### src/rtl/nibble_serial_sub16.sv
// Digit-serial subtractor: diff = x - y - bin, one DIGIT-wide slice per clock,
// least significant digit first, borrow carried between digits in a register.
// Holds a single operation at a time behind valid/ready handshakes.
//
// state | meaning
// IDLE  | waiting for an operand pair, in_ready high
// CALC  | processing digit 'step' of the latched operands
// DONE  | result stable on diff/bout/ovf, out_valid high until out_ready
module nibble_serial_sub16 #(
   parameter int WIDTH = 16,
   parameter int DIGIT = 4
) (
   input  logic             clk,
   input  logic             reset,
   input  logic             in_valid,
   output logic             in_ready,
   input  logic [WIDTH-1:0] x,
   input  logic [WIDTH-1:0] y,
   input  logic             bin,
   output logic             out_valid,
   input  logic             out_ready,
   output logic [WIDTH-1:0] diff,
   output logic             bout,
   output logic             ovf
);

   localparam int STEPS  = WIDTH / DIGIT;
   localparam int STEP_W = (STEPS > 1) ? $clog2(STEPS) : 1;

   generate
      if (WIDTH % DIGIT != 0) begin : g_bad_cfg
         $error("nibble_serial_sub16: WIDTH must be a multiple of DIGIT");
      end
   endgenerate

   typedef enum logic [1:0] {IDLE, CALC, DONE} state_t;

   state_t              state, state_nxt;
   logic [WIDTH-1:0]    x_q, y_q;
   logic                borrow;
   logic [STEP_W-1:0]   step;
   logic [DIGIT-1:0]    x_dig, y_dig, d;
   logic [DIGIT:0]      sub;
   logic                b_out;
   logic                accept;
   logic                last_step;

   assign accept    = in_valid && in_ready;
   assign last_step = (step == STEP_W'(STEPS - 1));

   // State register.
   always_ff @(posedge clk) begin
      if (reset) state <= IDLE;
      else       state <= state_nxt;
   end

   // Next-state logic.
   always_comb begin
      state_nxt = state;
      case (state)
         IDLE:    if (accept) state_nxt = CALC;
         CALC:    if (last_step) state_nxt = DONE;
         DONE:    if (out_ready) state_nxt = IDLE;
         default: state_nxt = IDLE;
      endcase
   end

   // Handshake outputs decoded from state.
   always_comb begin
      in_ready  = (state == IDLE);
      out_valid = (state == DONE);
   end

   // One digit of subtraction on the currently selected slice.
   always_comb begin
      x_dig = x_q[step*DIGIT +: DIGIT];
      y_dig = y_q[step*DIGIT +: DIGIT];
      sub   = {1'b0, x_dig} - {1'b0, y_dig} - {{DIGIT{1'b0}}, borrow};
      d     = sub[DIGIT-1:0];
      b_out = sub[DIGIT];
   end

   // Operand capture and digit-by-digit result accumulation.
   always_ff @(posedge clk) begin
      if (reset) begin
         x_q    <= '0;
         y_q    <= '0;
         borrow <= 1'b0;
         step   <= '0;
         diff   <= '0;
         bout   <= 1'b0;
         ovf    <= 1'b0;
      end else begin
         case (state)
            IDLE: begin
               if (accept) begin
                  x_q    <= x;
                  y_q    <= y;
                  borrow <= bin;
                  step   <= '0;
               end
            end
            CALC: begin
               diff[step*DIGIT +: DIGIT] <= d;
               borrow <= b_out;
               step   <= step + 1'b1;
               if (last_step) begin
                  bout <= b_out;
                  // d is the top digit being written now, so its MSB is diff's sign
                  ovf  <= (x_q[WIDTH-1] != y_q[WIDTH-1]) && (d[DIGIT-1] != x_q[WIDTH-1]);
               end
            end
            default: ;
         endcase
      end
   end

endmodule

### config.mk
export PLATFORM = sky130hd
export DESIGN_NAME = nibble_serial_sub16
export DESIGN_NICKNAME = d
export VERILOG_FILES = /design/src/rtl/nibble_serial_sub16.sv
export SDC_FILE = /design/constraint.sdc
export NUM_CORES = 1
export LEC_CHECK = 0
export BUFFER_PORTS_ARGS = -buffer_cell sky130_fd_sc_hd__clkbuf_2
export CORE_UTILIZATION = 45
export DETAILED_ROUTE_END_ITERATION = 7
export PLACE_DENSITY = 0.66
export RECOVER_POWER = 50
export SYNTH_ARGS = -nofsm -noshare
export SYNTH_HDL_FRONTEND = slang
export SYNTH_SLANG_ARGS = --single-unit
### constraint.sdc
create_clock -name clk -period 3.9 [get_ports clk]
set_input_delay 0 -clock clk [delete_from_list [all_inputs] [get_ports clk]]
set_output_delay 0 -clock clk [all_outputs]
set_load 0.02 [all_outputs]
==> impl_metrics.csv, run 1 <==
group,metric,value,unit
run_status,run_status,"completed",
power_and_ir_drop,p_total,1.16,mW
placement,io_buffers,56,
clocking,cts_htree_levels,2,
route,drc_errors,0,
route,drt-pass1-iter-count,6,
floorplanning,dieHeight,76.5,um
sta,setup_violations,0,
floorplanning,die_x,76.5,um
cells_and_area,num-nets-final,417,
sta,fin_crit_sh,84.5,%
clocking,cts_buffers,5,
global_route,grt_max_degree,56,
synthesis,synth_cell_types,38,
critical_path,path_class,"reg2reg",
cells_and_area,drive_gt1_share,15.2,%
synthesis,synth_top_area_share,44.1,%
clocking,clkLatencyLatePin,0.30,ns
cells_and_area,syn_to_final_growth,28.6,%
critical_path,path_max_fanout,15,
floorplanning,io_pins,57,
power_and_ir_drop,p_leak,1.24,nW
route,vias,2230,
route,drtIter0Drc,72,
route,post_drt_wl_per_cell,13.0,um
synthesis,ys.flop_type,"dfxtp_1",
synthesis,synth_cells,286,
global_route,antenna_found_initial,0,
synthesis,synth_edf_count,0,
cells_and_area,n_antenna_cell,0,
sta,rsz0062_at_grt,"false",
global_route,track_usage,20.2,%
synthesis,yosysTopAreaCell,"dfxtp_1",
clocking,root_buffer,"clkbuf_8",
clocking,cts_tree,"built",
placement,hpwlAfterDp,3700,um
run,cap_violations,0,
global_route,grt_first_pass_wirelength,9490,um
synthesis,ys_async_sr_fraction,0,%
floorplanning,die_area,0.00585,mm^2
sta,relSlewSlack,25.7,%
synthesis,seq_area_frac_synth,44.1,%
sta,max_freq,0.304,GHz
sta,period_minus_slack,3.29,ns
power_and_ir_drop,vdd_drop_max,0.000287,V
power_and_ir_drop,powerDensity,361,mW/mm^2
synthesis,synth_fp_nets,335,
critical_path,crit_path_end_kind,"register",
cells_and_area,layout_common_cells,"nand2_1 (72), dfxtp_1 (55), a21oi_1 (41), clkbuf_2 (36), dlygate4sd3_1 (33)",
floorplanning,coreArea,0.00524,mm^2
sta,tightest_slew,1.11,ns
route,routed_wl,5730,um
route,drtAntennaViolNets,0,
clocking,numClockSinks,55,
critical_path,crit_required,4.10,ns
clocking,clockBufferDepth,2,
synthesis,syn_avg_cell_area,8.72,um^2
floorplanning,rows,26,
sta,fin_skew,0.00830,ns
floorplanning,initial_utilization,47.6,%
hold_path,worstHoldPathType,"in2reg",
global_route,grt_pass1_vias,2103,
critical_path,crit_arrival,3.50,ns
global_route,grt-ovfl-total,0,
sta,slew_violations,0,
route,vias_per_cell,5.08,
sta,fin_setup_tns,0,ns
sta,hold_viol_final,0,
synthesis,ys_ff_latch,55,
synthesis,yosys-top-cells-area,"dfxtp_1 (44%), nand2_1 (11%), a21oi_1 (8.2%)",
clocking,path_clk_slew,0.10,ns
cells_and_area,fillers,491,
synthesis,synth_warnings,0,
cells_and_area,final_common_cell,"nand2_1",
placement,place.gp.congestion,0.735,
critical_path,cp-start-kind,"register",
synthesis,synthesis.area,0.00249,mm^2
-- per-stage QoR --
stage               instance area, um^2  worst slack, ns  hold WS, ns  instances  util (%)
global route                       3210            0.426        0.150        439      61.3
finish                             3210            0.606       0.0854        439      61.3
CTS                                3230            0.580       0.0837        439      61.7
detailed placement                 2820            0.605        0.229        398      53.8
floorplan                          2490            0.829        0.136        286         -
global placement                   2820            0.661        0.223        398      53.8
-- flip-flops by register name, indices dropped and copies added, names as in the netlist --
register	cells
diff	16
x_q	16
y_q	16
state	2
step	2
borrow	1
bout	1
ovf	1
-- critical path, cell delays in order, from the launching register on --
cell	delay (ns)
dfxtp_1	0.75
mux4_2	0.58
inv_1	0.07
ha_1	0.22
inv_1	0.06
ha_1	0.29
or4b_1	0.51
a2bb2oi_2	0.18
a311o_1	0.29
a311oi_1	0.25
-- layout make-up --
cell class	instances	area, um^2	share of cell area, %
flip-flops and latches	55	1100	34.3
clock buffers	6	72.6	2.26
clock inverters	2	12.5	0.390
inverters	13	48.8	1.52
multi-input cells	202	1280	40.1
repair buffers	91	601	18.7
well taps	70	87.6	2.73
-- cells by family after synthesis --
group	Yosys count	share of synthesized area, %
simple gates	118	21.9
compound gates	61	14.9
flops	55	44.1
buf+inv	29	4.61
fa+ha+maj	12	6.62
mux	9	7.17
xor+xnor	2	0.702
-- report_power, final --
part           internal [mW]  leakage [nW]  switching [mW]
logic                  0.110         0.749           0.131
registers              0.589         0.449          0.0225
clock network          0.126        0.0412           0.180
-- Yosys cell counts (2+ instances only) --
library cell,n
nor2b_1,4
nor2_1,17
inv_1,13
dfxtp_1,55
fa_1,2
buf_2,2
xnor2_1,2
a22oi_1,12
nand3b_1,4
nor4b_1,4
nand2_1,72
clkbuf_1,12
a211oi_1,3
nand4_1,5
mux4_2,7
a21oi_1,41
ha_1,10
-- per-layer routing --
layer / wire, um / up-vias / GRT usage, % / share of wire (%)
met3: 179 / 4 / 5.51 / 3.1
li1: - / 1143 / - / -
met5: 0 / - / 0 / 0
met1: 2660 / 1040 / 24.8 / 47
met4: 31 / 0 / 4.62 / 0.54
met2: 2850 / 43 / 35.2 / 50
-- path summary, 6_finish.rpt --
check | startpoint | endpoint | slack [ns] | depth (start not counted)
worst max register to register | step[0] | ovf | 0.61 | 9
worst min register to register | y_q[2] | y_q[2] | 0.46 | 2
worst max-delay path | step[0] | ovf | 0.61 | 9
worst min-delay path | bin | borrow | 0.09 | 3
-- what timing repair did --
item	4_1_cts	5_1_grt
gates resized for setup	0	0
hold buffers	33	0
buffers inserted	0	0
endpoints found under the hold margin	33	0
No activity file was read; power rests on OpenSTA's default activity.
==> run 2: changes to the inputs <==
Clock period 3.9 ns to 3.2 ns, I/O delays scaled along.
==> run 2 against run 1 <==
  * Non-clock buffer count up 4
  * Critical path type unchanged
  * Worst setup slack worse by 0.35 ns
  * Sequential share of layout area down 0.23 points
  * Combinational power rose by 28%
  * Routed wire length up 3.2%
==> impl_metrics.csv, run 2 (same netlist as run 1, synthesis figures left out) <==
group,metric,value,unit
power_and_ir_drop,vdd_drop_max,0.000340,V
critical_path,path_class,"reg2reg",
placement,hpwlAfterDp,3930,um
critical_path,path_max_fanout,9,
route,drtIter0Drc,59,
sta,period_minus_slack,2.95,ns
sta,max_freq,0.339,GHz
route,vias_per_cell,5.05,
hold_path,worstHoldPathType,"in2reg",
sta,timing.hold.ws,0.0748,ns
critical_path,crit_arrival,3.15,ns
placement,dp_cells,402,
global_route,grt_max_degree,56,
floorplanning,rows,26,
route,drc_errors,0,
clocking,cts_tree,"built",
clocking,clkLatencyLatePin,0.30,ns
cells_and_area,final_common_cell,"nand2_1",
clocking,clockBufferDepth,2,
critical_path,cp-start-kind,"register",
global_route,track_usage,21.1,%
floorplanning,initial_utilization,47.6,%
power_and_ir_drop,p_leak,1.26,nW
sta,hold_viol_final,0,
clocking,cts_setup_buffers,0,
cells_and_area,num-nets-final,421,
critical_path,crit_required,3.40,ns
floorplanning,io_pins,57,
clocking,path_clk_slew,0.09,ns
sta,relSlewSlack,25.6,%
route,drtAntennaViolNets,0,
global_route,grt-ovfl-total,0,
cells_and_area,n_antenna_cell,0,
sta,rsz0062_at_grt,"false",
clocking,cts_htree_levels,2,
floorplanning,dieHeight,76.5,um
route,drt-pass1-iter-count,4,
sta,fin_ws,0.251,ns
power_and_ir_drop,powerDensity,439,mW/mm^2
sta,fin_crit_sh,92.2,%
clocking,cts_buffers,5,
power_and_ir_drop,p_total,1.42,mW
placement,dp_slack,0.101,ns
run_status,run_status,"completed",
sta,fin_setup_tns,0,ns
cells_and_area,layout_common_cells,"nand2_1 (72), dfxtp_1 (53), a21oi_1 (41), clkbuf_2 (36), dlygate4sd3_1 (33)",
global_route,antenna_found_initial,0,
floorplanning,coreArea,0.00524,mm^2
clocking,numClockSinks,55,
floorplanning,die_area,0.00585,mm^2
route,post_drt_wl_per_cell,13.3,um
sta,tightest_slew,1.11,ns
global_route,grt_pass1_vias,2147,
route,routed_wl,5910,um
cells_and_area,drive_gt1_share,16.4,%
critical_path,crit_path_end_kind,"register",
placement,io_buffers,56,
floorplanning,die_x,76.5,um
placement,place.gp.congestion,0.777,
sta,fin_skew,0.00581,ns
cells_and_area,top_regs,"diff (16), x_q (16), y_q (16)",
sta,setup_violations,0,
sta,slew_violations,0,
global_route,grt_first_pass_wirelength,9870,um
route,vias,2239,
cells_and_area,syn_to_final_growth,29.7,%
clocking,root_buffer,"clkbuf_8",
run,cap_violations,0,
cells_and_area,instances_no_fill,443,
[run 2: changes by cell type in the layout (fill, tap and decap cells not counted)]
cell / previous run / this run
clkbuf_1: 21 / 22
buf_4: 2 / 6
dfxtp_2: 0 / 2
clkinvlp_4: 1 / 0
dfxtp_1: 55 / 53
[run 2: where the power goes]
part           leakage (nW)  internal (mW)  total [mW]  switching, mW
logic                 0.769          0.143       0.308          0.165
registers             0.450          0.718       0.743         0.0258
clock network        0.0422          0.154       0.370          0.216
total                  1.26           1.01        1.42          0.407
[run 2: per-stage QoR]
stage / area, um^2 / util, %
floorplan: 2490 / -
global placement: 2850 / 54.4
detailed placement: 2850 / 54.4
CTS: 3260 / 62.2
global route: 3240 / 61.8
finish: 3240 / 61.8
[run 2: final timing paths]
kind,cells after the start,slack (ns),endpoint,from
worst max register to register,9,0.25,ovf,step[1]
worst min-delay path,3,0.07,borrow,bin
worst max-delay path,9,0.25,ovf,step[1]
worst min register to register,2,0.46,y_q[1],y_q[1]
[run 2: timing repair]
| item | in CTS | in global routing |
|---|---|---|
| hold endpoints to repair | 33 | 0 |
| endpoints found under the setup margin | 0 | 1 |
| hold buffers | 33 | 0 |
| gates resized for setup | 0 | 2 |
[run 2: area by class of cell]
class / count / area, um^2
Tap cell: 70 / 87.6
Sequential cell: 55 / 1100
Timing Repair Buffer: 95 / 631
Clock inverter: 1 / 5.00
Fill cell: 502 / 2000
Clock buffer: 7 / 76.3
Inverter: 13 / 48.8
Multi-Input combinational cell: 202 / 1280
[run 2: critical path: stages, from the launching register on]
cell and delay, ns:
dfxtp_2 0.47, mux4_2 0.53, ha_1 0.28, inv_1 0.04, ha_1 0.29, buf_4 0.16
nor4bb_1 0.36, a2bb2oi_2 0.16, a311o_1 0.29, a311oi_1 0.25
[run 2: layer usage]
metal | up-vias | wire length [um] | track usage (%)
met5 | - | 0 | 0
met4 | 0 | 76 | 6.35
met3 | 7 | 184 | 3.71
met2 | 46 | 2920 | 38.5
met1 | 1035 | 2720 | 25.2
li1 | 1151 | - | -
